`config.mk`:
```
export PLATFORM = sky130hd
export DESIGN_NAME = dfd_cla_debug_signals_match_multi_flat
export DESIGN_NICKNAME = d
export VERILOG_FILES = /design/src/rtl/dfd_cla_debug_signals_match_multi_pkg.sv /design/src/rtl/dfd_cla_debug_signals_match_multi_if.sv /design/src/rtl/dfd_cla_debug_signals_match_multi_channel.sv /design/src/rtl/dfd_cla_debug_signals_match_multi.sv /design/src/flat_wrapper.sv
export SDC_FILE = /design/constraint.sdc
export NUM_CORES = 1
export LEC_CHECK = 0
export ABC_AREA = 1
export CORE_AREA = 2 2 288 290
export DETAILED_ROUTE_END_ITERATION = 8
export DIE_AREA = 0 0 290 292
export SLEW_MARGIN = 20
export SYNTH_ARGS = -nofsm -noshare
export SYNTH_HDL_FRONTEND = slang
export SYNTH_SLANG_ARGS = --single-unit
```
`constraint.sdc`:
```
create_clock -name clock -period 3.2 [get_ports clock]
set_clock_uncertainty 0.1 [all_clocks]
set_input_delay 0.32 -clock clock [delete_from_list [all_inputs] [get_ports clock]]
set_output_delay 0.32 -clock clock [all_outputs]
set_load 0.005 [all_outputs]
```
`src/rtl/dfd_cla_debug_signals_match_multi_pkg.sv`:
```
// Shared types and defaults for the CLA debug-signal mask/match detector.
package dfd_cla_pkg;
    localparam int CLA_DEBUG_SIGNALS_WIDTH = 64;
    localparam int CLA_MATCH_NUM_CHANNELS  = 4;
    localparam int CLA_MATCH_COUNT_WIDTH   = 16;

    typedef enum logic [1:0] {
        CLA_MATCH_LEVEL    = 2'd0,
        CLA_MATCH_RISE     = 2'd1,
        CLA_MATCH_FALL     = 2'd2,
        CLA_MATCH_ANY_EDGE = 2'd3
    } cla_match_mode_e;
endpackage

```
`src/rtl/dfd_cla_debug_signals_match_multi_if.sv`:
```
// Observed bus, per-channel CSR configuration and per-channel match results.
interface dfd_cla_debug_signals_match_multi_if
    import dfd_cla_pkg::*;
#(
    parameter int DEBUG_SIGNALS_WIDTH = CLA_DEBUG_SIGNALS_WIDTH,
    parameter int NUM_CHANNELS        = CLA_MATCH_NUM_CHANNELS,
    parameter int COUNT_WIDTH         = CLA_MATCH_COUNT_WIDTH
) ();
    logic [DEBUG_SIGNALS_WIDTH-1:0]                   debug_signals;
    logic [NUM_CHANNELS-1:0][DEBUG_SIGNALS_WIDTH-1:0] match_value;
    logic [NUM_CHANNELS-1:0][DEBUG_SIGNALS_WIDTH-1:0] match_mask;
    cla_match_mode_e [NUM_CHANNELS-1:0]               match_mode;
    logic [NUM_CHANNELS-1:0][COUNT_WIDTH-1:0]         match_threshold;
    logic [NUM_CHANNELS-1:0]                          channel_enable;
    logic [NUM_CHANNELS-1:0]                          counter_clear;
    logic [NUM_CHANNELS-1:0]                          positive_match;
    logic [NUM_CHANNELS-1:0]                          negative_match;
    logic [NUM_CHANNELS-1:0]                          threshold_hit;
    logic [NUM_CHANNELS-1:0][COUNT_WIDTH-1:0]         match_count;

    modport master (
        output debug_signals, match_value, match_mask, match_mode,
               match_threshold, channel_enable, counter_clear,
        input  positive_match, negative_match, threshold_hit, match_count
    );

    modport slave (
        input  debug_signals, match_value, match_mask, match_mode,
               match_threshold, channel_enable, counter_clear,
        output positive_match, negative_match, threshold_hit, match_count
    );
endinterface

```
`src/rtl/dfd_cla_debug_signals_match_multi_channel.sv`:
```
// One match channel: masked compare, edge history, mode select,
// saturating occurrence counter and sticky threshold flag.
module dfd_cla_match_channel
    import dfd_cla_pkg::*;
#(
    parameter int DEBUG_SIGNALS_WIDTH = CLA_DEBUG_SIGNALS_WIDTH,
    parameter int COUNT_WIDTH         = CLA_MATCH_COUNT_WIDTH
) (
    input  logic                           clock,
    input  logic                           reset_n,
    input  logic [DEBUG_SIGNALS_WIDTH-1:0] debug_signals,
    input  logic [DEBUG_SIGNALS_WIDTH-1:0] match_value,
    input  logic [DEBUG_SIGNALS_WIDTH-1:0] match_mask,
    input  cla_match_mode_e                match_mode,
    input  logic [COUNT_WIDTH-1:0]         match_threshold,
    input  logic                           channel_enable,
    input  logic                           counter_clear,
    output logic                           positive_match,
    output logic                           negative_match,
    output logic                           threshold_hit,
    output logic [COUNT_WIDTH-1:0]         match_count
);
    logic                   raw;
    logic                   raw_q;
    logic                   event_hit;
    logic                   evt;
    logic [COUNT_WIDTH-1:0] count_next;
    logic                   hit_next;

    assign raw = ((debug_signals & match_mask) == (match_value & match_mask));

    always_comb begin
        event_hit = raw;
        unique case (match_mode)
            CLA_MATCH_LEVEL:    event_hit = raw;
            CLA_MATCH_RISE:     event_hit = raw & ~raw_q;
            CLA_MATCH_FALL:     event_hit = ~raw & raw_q;
            CLA_MATCH_ANY_EDGE: event_hit = raw ^ raw_q;
            default:            event_hit = raw;
        endcase
    end

    assign evt = event_hit & channel_enable;

    // Clear beats a coincident event; the counter saturates instead of wrapping.
    always_comb begin
        count_next = match_count;
        hit_next   = threshold_hit;
        if (counter_clear) begin
            count_next = '0;
            hit_next   = 1'b0;
        end else begin
            if (evt && (match_count != '1))
                count_next = match_count + 1'b1;
            if ((match_threshold != '0) && (count_next >= match_threshold))
                hit_next = 1'b1;
        end
    end

    // History tracks the raw compare even while the channel is disabled.
    always_ff @(posedge clock or negedge reset_n) begin
        if (!reset_n) begin
            raw_q          <= 1'b0;
            positive_match <= 1'b0;
            negative_match <= 1'b1;
            threshold_hit  <= 1'b0;
            match_count    <= '0;
        end else begin
            raw_q          <= raw;
            positive_match <= evt;
            negative_match <= ~evt;
            threshold_hit  <= hit_next;
            match_count    <= count_next;
        end
    end
endmodule

```
`src/rtl/dfd_cla_debug_signals_match_multi.sv`:
```
// Multi-channel mask/match detector on the CLA debug-signal bus; replicates
// one independent match channel per configured channel.
module dfd_cla_debug_signals_match_multi
    import dfd_cla_pkg::*;
#(
    parameter int DEBUG_SIGNALS_WIDTH = CLA_DEBUG_SIGNALS_WIDTH,
    parameter int NUM_CHANNELS        = CLA_MATCH_NUM_CHANNELS,
    parameter int COUNT_WIDTH         = CLA_MATCH_COUNT_WIDTH
) (
    input logic                               clock,
    input logic                               reset_n,
    dfd_cla_debug_signals_match_multi_if.slave bus
);
    logic [NUM_CHANNELS-1:0]                  pos;
    logic [NUM_CHANNELS-1:0]                  neg;
    logic [NUM_CHANNELS-1:0]                  hit;
    logic [NUM_CHANNELS-1:0][COUNT_WIDTH-1:0] cnt;

    for (genvar g = 0; g < NUM_CHANNELS; g++) begin : g_ch
        dfd_cla_match_channel #(
            .DEBUG_SIGNALS_WIDTH(DEBUG_SIGNALS_WIDTH),
            .COUNT_WIDTH        (COUNT_WIDTH)
        ) u_ch (
            .clock          (clock),
            .reset_n        (reset_n),
            .debug_signals  (bus.debug_signals),
            .match_value    (bus.match_value[g]),
            .match_mask     (bus.match_mask[g]),
            .match_mode     (bus.match_mode[g]),
            .match_threshold(bus.match_threshold[g]),
            .channel_enable (bus.channel_enable[g]),
            .counter_clear  (bus.counter_clear[g]),
            .positive_match (pos[g]),
            .negative_match (neg[g]),
            .threshold_hit  (hit[g]),
            .match_count    (cnt[g])
        );
    end

    assign bus.positive_match = pos;
    assign bus.negative_match = neg;
    assign bus.threshold_hit  = hit;
    assign bus.match_count    = cnt;
endmodule

```
`src/flat_wrapper.sv`:
```
// flat-port wrapper written by rule: the top's interface ports become plain ports
module dfd_cla_debug_signals_match_multi_flat import dfd_cla_pkg::*;
#(
    parameter int DEBUG_SIGNALS_WIDTH = CLA_DEBUG_SIGNALS_WIDTH,
    parameter int NUM_CHANNELS        = CLA_MATCH_NUM_CHANNELS,
    parameter int COUNT_WIDTH         = CLA_MATCH_COUNT_WIDTH
)
  (clock, reset_n, bus_debug_signals, bus_match_value, bus_match_mask, bus_match_mode, bus_match_threshold, bus_channel_enable, bus_counter_clear, bus_positive_match, bus_negative_match, bus_threshold_hit, bus_match_count);
  dfd_cla_debug_signals_match_multi_if #(.DEBUG_SIGNALS_WIDTH(DEBUG_SIGNALS_WIDTH), .NUM_CHANNELS(NUM_CHANNELS), .COUNT_WIDTH(COUNT_WIDTH)) bus_i ();
  input logic clock;
  input logic reset_n;
  input wire logic [$bits(bus_i.debug_signals)-1:0] bus_debug_signals;
  input wire logic [$bits(bus_i.match_value)-1:0] bus_match_value;
  input wire logic [$bits(bus_i.match_mask)-1:0] bus_match_mask;
  input wire logic [$bits(bus_i.match_mode)-1:0] bus_match_mode;
  input wire logic [$bits(bus_i.match_threshold)-1:0] bus_match_threshold;
  input wire logic [$bits(bus_i.channel_enable)-1:0] bus_channel_enable;
  input wire logic [$bits(bus_i.counter_clear)-1:0] bus_counter_clear;
  output wire logic [$bits(bus_i.positive_match)-1:0] bus_positive_match;
  output wire logic [$bits(bus_i.negative_match)-1:0] bus_negative_match;
  output wire logic [$bits(bus_i.threshold_hit)-1:0] bus_threshold_hit;
  output wire logic [$bits(bus_i.match_count)-1:0] bus_match_count;
  assign bus_i.debug_signals = bus_debug_signals;
  assign bus_i.match_value = bus_match_value;
  assign bus_i.match_mask = bus_match_mask;
  assign bus_i.match_mode = bus_match_mode;
  assign bus_i.match_threshold = bus_match_threshold;
  assign bus_i.channel_enable = bus_channel_enable;
  assign bus_i.counter_clear = bus_counter_clear;
  assign bus_positive_match = bus_i.positive_match;
  assign bus_negative_match = bus_i.negative_match;
  assign bus_threshold_hit = bus_i.threshold_hit;
  assign bus_match_count = bus_i.match_count;
  dfd_cla_debug_signals_match_multi #(.DEBUG_SIGNALS_WIDTH(DEBUG_SIGNALS_WIDTH), .NUM_CHANNELS(NUM_CHANNELS), .COUNT_WIDTH(COUNT_WIDTH)) u_core (.clock(clock), .reset_n(reset_n), .bus(bus_i));
endmodule
```
# Yosys cells after proc, flatten, opt, wreduce, memory -nomap -nowiden
# Cells that the tools add are included.
# totals
register_bits,80
input_bits,658
out_inout_bits,76
# classes
n_reduce_logical,20
bitwise,36
n_lt_le_gt_ge,4
n_addsub,4
muxes,24
eq_ne,20
# ops
op,count
$and A64 B64 Y64,8
$eq A64 B64 Y1,4
$mux W16,12
$add A16 B1 Y16 const B,4
$ge A16 B16 Y1,4
$ne A16 B16 Y1 const B,4
$reduce_bool A16 Y1,4
$eq A2 B2 Y1 const B,8
$pmux W1 S4,4
$and A1 B1 Y1,12
$not A1 Y1,12
$eq A2 B1 Y1 const B,4
$logic_and A1 B1 Y1,8
$logic_not A2 Y1,4
$mux W1,8
$reduce_bool A2 Y1,4
$xor A1 B1 Y1,4

# Logic depth before layout (Yosys ltp)
# depth
depth_word,13
mapped_depth,28

# Cells and area by module
# A second synthesis with hierarchy kept.
# unflattened
hier_cells,2280
hier_area_um2,12737.2
# by_module_without_submodules
mod,seq_area_each_um2,area_per_inst_um2,instances,cells_each
dfd_cla_match_channel,501.7,3184.3,4,570

# Worst setup path before layout
# Ideal clock, no wire load.
# synth_timing
path_type,input-to-reg
from,in bus_debug_signals[0]
to,reg u_core.g_ch[1].u_ch.threshold_hit
setup_ps,78
stages,26
arrival_ps,3508
n_path_buf,2
slack_ps,-486
t_required_ps,3022
cell_sequence,buf_4 nor2_1 nor2_1 nor2_1 nand2_1 nor2_1 nand2_1 nor2_1 nand2_2 ha_1 o21ai_0 a21oi_1 nor2_1 clkbuf_1 nand4_1 nand2_1 inv_1 ha_1 nand2_1 inv_1 nand3_1 nor3_1 nand3_1 nand3_1 o21ai_0 a21oi_1
# synth_via
elab_chain_len,12
elab_cells_between_ends,14
classes_between,1 x order compare; 1 x eq/ne; 3 x mux; 6 x bitwise; 3 x reduce/logical
# synth_rtl
element,line,source
from (decl),flat_wrapper.sv:12,input wire logic [$bits(bus_i.debug_signals)-1:0] bus_debug_signals;
$and A64 B64 Y64 *,dfd_cla_debug_signals_match_multi_channel.sv:30,assign raw = ((debug_signals & match_mask) == (match_value & match_mask));
$eq A64 B64 Y1 *,dfd_cla_debug_signals_match_multi_channel.sv:30,
$not A1 Y1,dfd_cla_debug_signals_match_multi_channel.sv:37,CLA_MATCH_FALL: event_hit = ~raw & raw_q;
$and A1 B1 Y1,dfd_cla_debug_signals_match_multi_channel.sv:37,
$pmux W1 S4 *,dfd_cla_debug_signals_match_multi_channel.sv:34,unique case (match_mode)
$and A1 B1 Y1 *,dfd_cla_debug_signals_match_multi_channel.sv:43,assign evt = event_hit & channel_enable;
$logic_and A1 B1 Y1 *,dfd_cla_debug_signals_match_multi_channel.sv:53,if (evt && (match_count != '1))
$mux W16 *,dfd_cla_debug_signals_match_multi_channel.sv:53,
$mux W16 *,dfd_cla_debug_signals_match_multi_channel.sv:49,if (counter_clear) begin
$ge A16 B16 Y1 *,dfd_cla_debug_signals_match_multi_channel.sv:55,if ((match_threshold != '0) && (count_next >= match_threshold))
$logic_and A1 B1 Y1 *,dfd_cla_debug_signals_match_multi_channel.sv:55,
$reduce_bool A2 Y1 (no line) *,--,
to (signal assigned),dfd_cla_debug_signals_match_multi_channel.sv:72,threshold_hit <= hit_next;
to (decl),dfd_cla_debug_signals_match_multi_channel.sv:20,"output logic threshold_hit,"
# Every way passes the cells marked *; elsewhere a longest branch is shown, timed or not. The select of a mux whose other input is x is not followed.
# A chain may end at the register's enable or synchronous reset.

# Worst setup path after layout
# layout_timing
from,in bus_debug_signals[54]
to,reg u_core.g_ch[3].u_ch.threshold_hit
# layout_via
elab_chain_len,12
elab_cells_between_ends,14
classes_between,1 x order compare; 1 x eq/ne; 3 x mux; 6 x bitwise; 3 x reduce/logical
# layout_rtl
element,line
$and A64 B64 Y64 *,dfd_cla_debug_signals_match_multi_channel.sv:30
$eq A64 B64 Y1 *,dfd_cla_debug_signals_match_multi_channel.sv:30
$not A1 Y1,dfd_cla_debug_signals_match_multi_channel.sv:37
$and A1 B1 Y1,dfd_cla_debug_signals_match_multi_channel.sv:37
$pmux W1 S4 *,dfd_cla_debug_signals_match_multi_channel.sv:34
$and A1 B1 Y1 *,dfd_cla_debug_signals_match_multi_channel.sv:43
$logic_and A1 B1 Y1 *,dfd_cla_debug_signals_match_multi_channel.sv:53
$mux W16 *,dfd_cla_debug_signals_match_multi_channel.sv:53
$mux W16 *,dfd_cla_debug_signals_match_multi_channel.sv:49
$ge A16 B16 Y1 *,dfd_cla_debug_signals_match_multi_channel.sv:55
$logic_and A1 B1 Y1 *,dfd_cla_debug_signals_match_multi_channel.sv:55
$reduce_bool A2 Y1 (no line) *,--
to (signal assigned),dfd_cla_debug_signals_match_multi_channel.sv:72
to (decl),dfd_cla_debug_signals_match_multi_channel.sv:20
# Marked as above.

==> reports/summary.log <==
[outcome] result of the run finished, violations left
[outcome] failing checks negative hold slack, negative setup slack
[layout] area used by multi-input combinational logic 0.01057 mm²
[routing] vias per cell 4.144
[worst_setup_path] startpoint kind of the worst setup timing path input port
[layout] most used cells in the layout excluding fill and tap cells sky130_fd_sc_hd__nand2_1, sky130_fd_sc_hd__nor2_1, sky130_fd_sc_hd__dlygate4sd2_1
[worst_setup_path] biggest cell delay along the critical path 270 ps
[routing] final routed DRC violation total 0
[run] max-capacitance violation count 0
[cts] Longest Clk Path Bufs 2
[global_routing] number of global-route vias before repair 17.61k
[synth] Mapped Cells 2336
[routing] initial detailed-routing violation count 968
[synth] Yosys cell types 32
[synth] net count after synthesis 3070
[global_routing] global-route wire length before repair 110.4 mm
[sta] final critical path time including I/O delays and setup 3477 ps
[cts] number of sinks on the clock net 80
[power_and_ir_drop] leakage power figure 12.42 nW
[sta] max-slew headroom at the worst pin 38.14%
[synth] sequential share of the synthesized area 16.02%
[synth] number of register bits inferred by synthesis 80
[cts] maximum level of the CTS H-tree 3
[die] die extent in y 292 µm
[worst_hold_path] class of the tightest hold or removal check in -> async
[power_and_ir_drop] Power per Cell Area 201.8 mW/mm²
[global_routing] pin count of the biggest net entering global routing 67
[synth] Warnings, synthesis 0
[sta] RSZ-0062 raised after global routing true
[cts] CTS tree yes
[sta] setup slack of the critical path after layout -276.8 ps
[placement] gp weighted congestion 0.9722
[placement] Detailed Place HPWL 64.77 mm
[die] number of top-level pins 734
[layout] flip-flop and latch area 0.002007 mm²
[worst_setup_path] worst reg2reg path startpoint u_core.g_ch[0].u_ch.match_count[0]
[worst_setup_path] worst setup path category in -> reg
[cts] clock root cell sky130_fd_sc_hd__clkbuf_16
[sta] summed negative setup slack over all endpoints -954.8 ps
[worst_setup_path] required arrival time at the worst endpoint 3380 ps
[layout] commonest non-fill, non-tap cell in the layout sky130_fd_sc_hd__nand2_1
[synth] per-instance average area after synthesis 5.364 µm²
[worst_setup_path] worst-path fanout max 6
[die] Initial Util 15.36%
[die] number of rows created at floorplan 105
[worst_setup_path] worst-path cell with the longest stage delay sky130_fd_sc_hd__ha_1
[layout] non-filler instance count after layout 4362
[synth] area of the mapped netlist 0.01253 mm²
[die] core footprint 0.08158 mm²
[routing] vias after detailed routing 18.08k
[sta] number of endpoints failing setup at the final stage 4
[routing] detailed-route wire length 75.87 mm
[sta] share of the clock period used by the worst path after layout 108.6%
[layout] Post-layout nets 3998
[die] x dimension of the die 290 µm
[cts] insertion delay of the later-clocked pin in the worst-skew pair 370 ps
[layout] Layout Area Growth over Synthesis 94.12%
[sta] Max Transition Viols Final 0
[sta] fmax 287.6 MHz
[global_routing] GRT Resource Usage Total 17.20%
[placement] worst slack, placed -1586 ps
[sta] Worst Tran Pin Value 928.0 ps
[worst_setup_path] r2r endpoint u_core.g_ch[0].u_ch.threshold_hit
[cts] number of buffers added by the clock tree synthesis step 9
[global_routing] initial antenna violation count 39
[sta] final-layout worst hold slack -25.46 ps
[global_routing] global route overflow 0
[layout] layout cells sized above 1 25.15%
[routing] Pre-antenna DRT Iters 7
[worst_setup_path] register-to-register path setup slack 50 ps
[worst_setup_path] Arr. time, crit path 3650 ps
[placement] Post-Place Cells 4274
[sta] count of final hold-check violations 24
[power_and_ir_drop] IR drop worst, VDD 0.2211 mV
[routing] WL per Instance 17.39 µm
[worst_setup_path] length in cells of the worst reg-to-reg path 19
[worst_setup_path] category of the worst setup path capture point flop
[placement] count of input and output buffers 733
[routing] number of routed nets with antenna violations 0
[die] floorplan die area 0.08468 mm²
[power_and_ir_drop] Power Total 4.909 mW
[layout] final-layout fill cell count 9070
[cts] clock edge transition at the registers on the reported setup and hold paths 70 ps
[layout make-up]
type	count	area share [%]
Inverter	330	5.092
Antenna cell	23	0.2366
Multi-Input combinational cell	1860	43.43
Timing Repair Buffer	983	36.41
Clock buffer	12	0.9722
Sequential cell	80	8.251
Clock inverter	4	0.09773
Tap cell	1070	5.504
[cell families after synthesis]
group,count (synthesis),synth area share [%]
AO/OA/AOI/OAI,123,5.122
XOR/XNOR,54,3.774
adder cells (fa/ha/maj),76,7.589
buffers and inverters,399,13.23
flip-flops,80,16.02
AND/OR/NAND/NOR,1604,54.27
[stage by stage]
stage | hold WS, ps | util, % | instance area (µm²)
after detailed placement | 417.8 | 27.53 | 22460
after global routing | 53.59 | 29.78 | 24290
after CTS | 33.22 | 29.05 | 23700
final | -25.46 | 29.82 | 24320
after floorplan | -75.59 | - | 12840
after global placement | 427.1 | 27.53 | 22460
[Yosys cell counts]
cell                       count  area (µm²)
sky130_fd_sc_hd__buf_2        34       170.2
sky130_fd_sc_hd__buf_1         4       15.01
sky130_fd_sc_hd__xnor2_1       4       35.03
sky130_fd_sc_hd__buf_12        1       20.02
sky130_fd_sc_hd__nand3_2       3       30.03
sky130_fd_sc_hd__inv_1       309        1160
sky130_fd_sc_hd__nand4_1      73       456.7
sky130_fd_sc_hd__nor3_2        1       10.01
sky130_fd_sc_hd__o31ai_1       5       37.54
sky130_fd_sc_hd__nand2_1     666        2500
sky130_fd_sc_hd__nor4_1       17       106.4
sky130_fd_sc_hd__nor2_1      587        2203
sky130_fd_sc_hd__nor2_2        2       12.51
sky130_fd_sc_hd__nand2_4       4       45.04
sky130_fd_sc_hd__nand3b_1     49       367.9
sky130_fd_sc_hd__o41ai_1       1       8.760
sky130_fd_sc_hd__o21ai_0      69       345.3
sky130_fd_sc_hd__dfrtp_1      76        1902
sky130_fd_sc_hd__nand3_4       2       35.03
sky130_fd_sc_hd__buf_4        15       112.6
sky130_fd_sc_hd__nand2_2      24       150.1
sky130_fd_sc_hd__buf_6         6       67.56
sky130_fd_sc_hd__nand3_1     146       730.7
sky130_fd_sc_hd__inv_2        21       78.83
sky130_fd_sc_hd__o211ai_1      4       30.03
sky130_fd_sc_hd__clkbuf_1      9       33.78
sky130_fd_sc_hd__dfstp_2       4       105.1
sky130_fd_sc_hd__ha_1         76       950.9
sky130_fd_sc_hd__nor3_1       29       145.1
sky130_fd_sc_hd__or4_1         1       7.510
sky130_fd_sc_hd__a21oi_1      44       220.2
sky130_fd_sc_hd__xor2_1       50       437.9
[power by group]
part / total (mW) / switching [mW] / internal [mW]
Sequential: 1.14 / 0.0664 / 1.07
Combinational: 2.76 / 1.36 / 1.40
Clock: 1.01 / 0.486 / 0.525
[per-layer routing]
metal	share of wire (%)	global-route usage (%)
met1	43	21.76
met2	48	29.97
met3	7.1	3.730
met4	1.7	3.392
met5	0.090	0
[how the worst max path moves through the flow]
| stage | startpoint | to | cells after the start |
|---|---|---|---|
| after floorplan | bus_debug_signals[38] | u_core.g_ch[0].u_ch.threshold_hit | 26 |
| after global placement | bus_debug_signals[26] | u_core.g_ch[2].u_ch.threshold_hit | 28 |
| final | bus_debug_signals[54] | u_core.g_ch[3].u_ch.threshold_hit | 30 |
| after detailed placement | bus_debug_signals[26] | u_core.g_ch[2].u_ch.threshold_hit | 28 |
| after global routing | bus_debug_signals[13] | u_core.g_ch[3].u_ch.threshold_hit | 30 |
| after CTS | bus_debug_signals[37] | u_core.g_ch[1].u_ch.threshold_hit | 30 |
[sequential cells by signal, indices dropped and copies added (netlist names)]
register                         count
u_core.g_ch.u_ch.positive_match      4
u_core.g_ch.u_ch.threshold_hit       4
u_core.g_ch.u_ch.raw_q               4
u_core.g_ch.u_ch.match_count        64
u_core.g_ch.u_ch.negative_match      4
[worst max-delay path: cells and delay by family]
kind                     cells  cell delay (ps)
AO/OA/AOI/OAI                4              370
adder cells (fa/ha/maj)      2              490
buffers and inverters        9             1070
AND/OR/NAND/NOR             15             1420
[what timing repair did]
action | in CTS | in global routing
hold buffers | 0 | 0
cloned | 6 | 0
buffers inserted | 52 | 21
pin swaps | 592 | 198
resized for setup | 1404 | 232
setup endpoints to repair | 53 | 7
No activity file was read; power rests on OpenSTA's default activity.
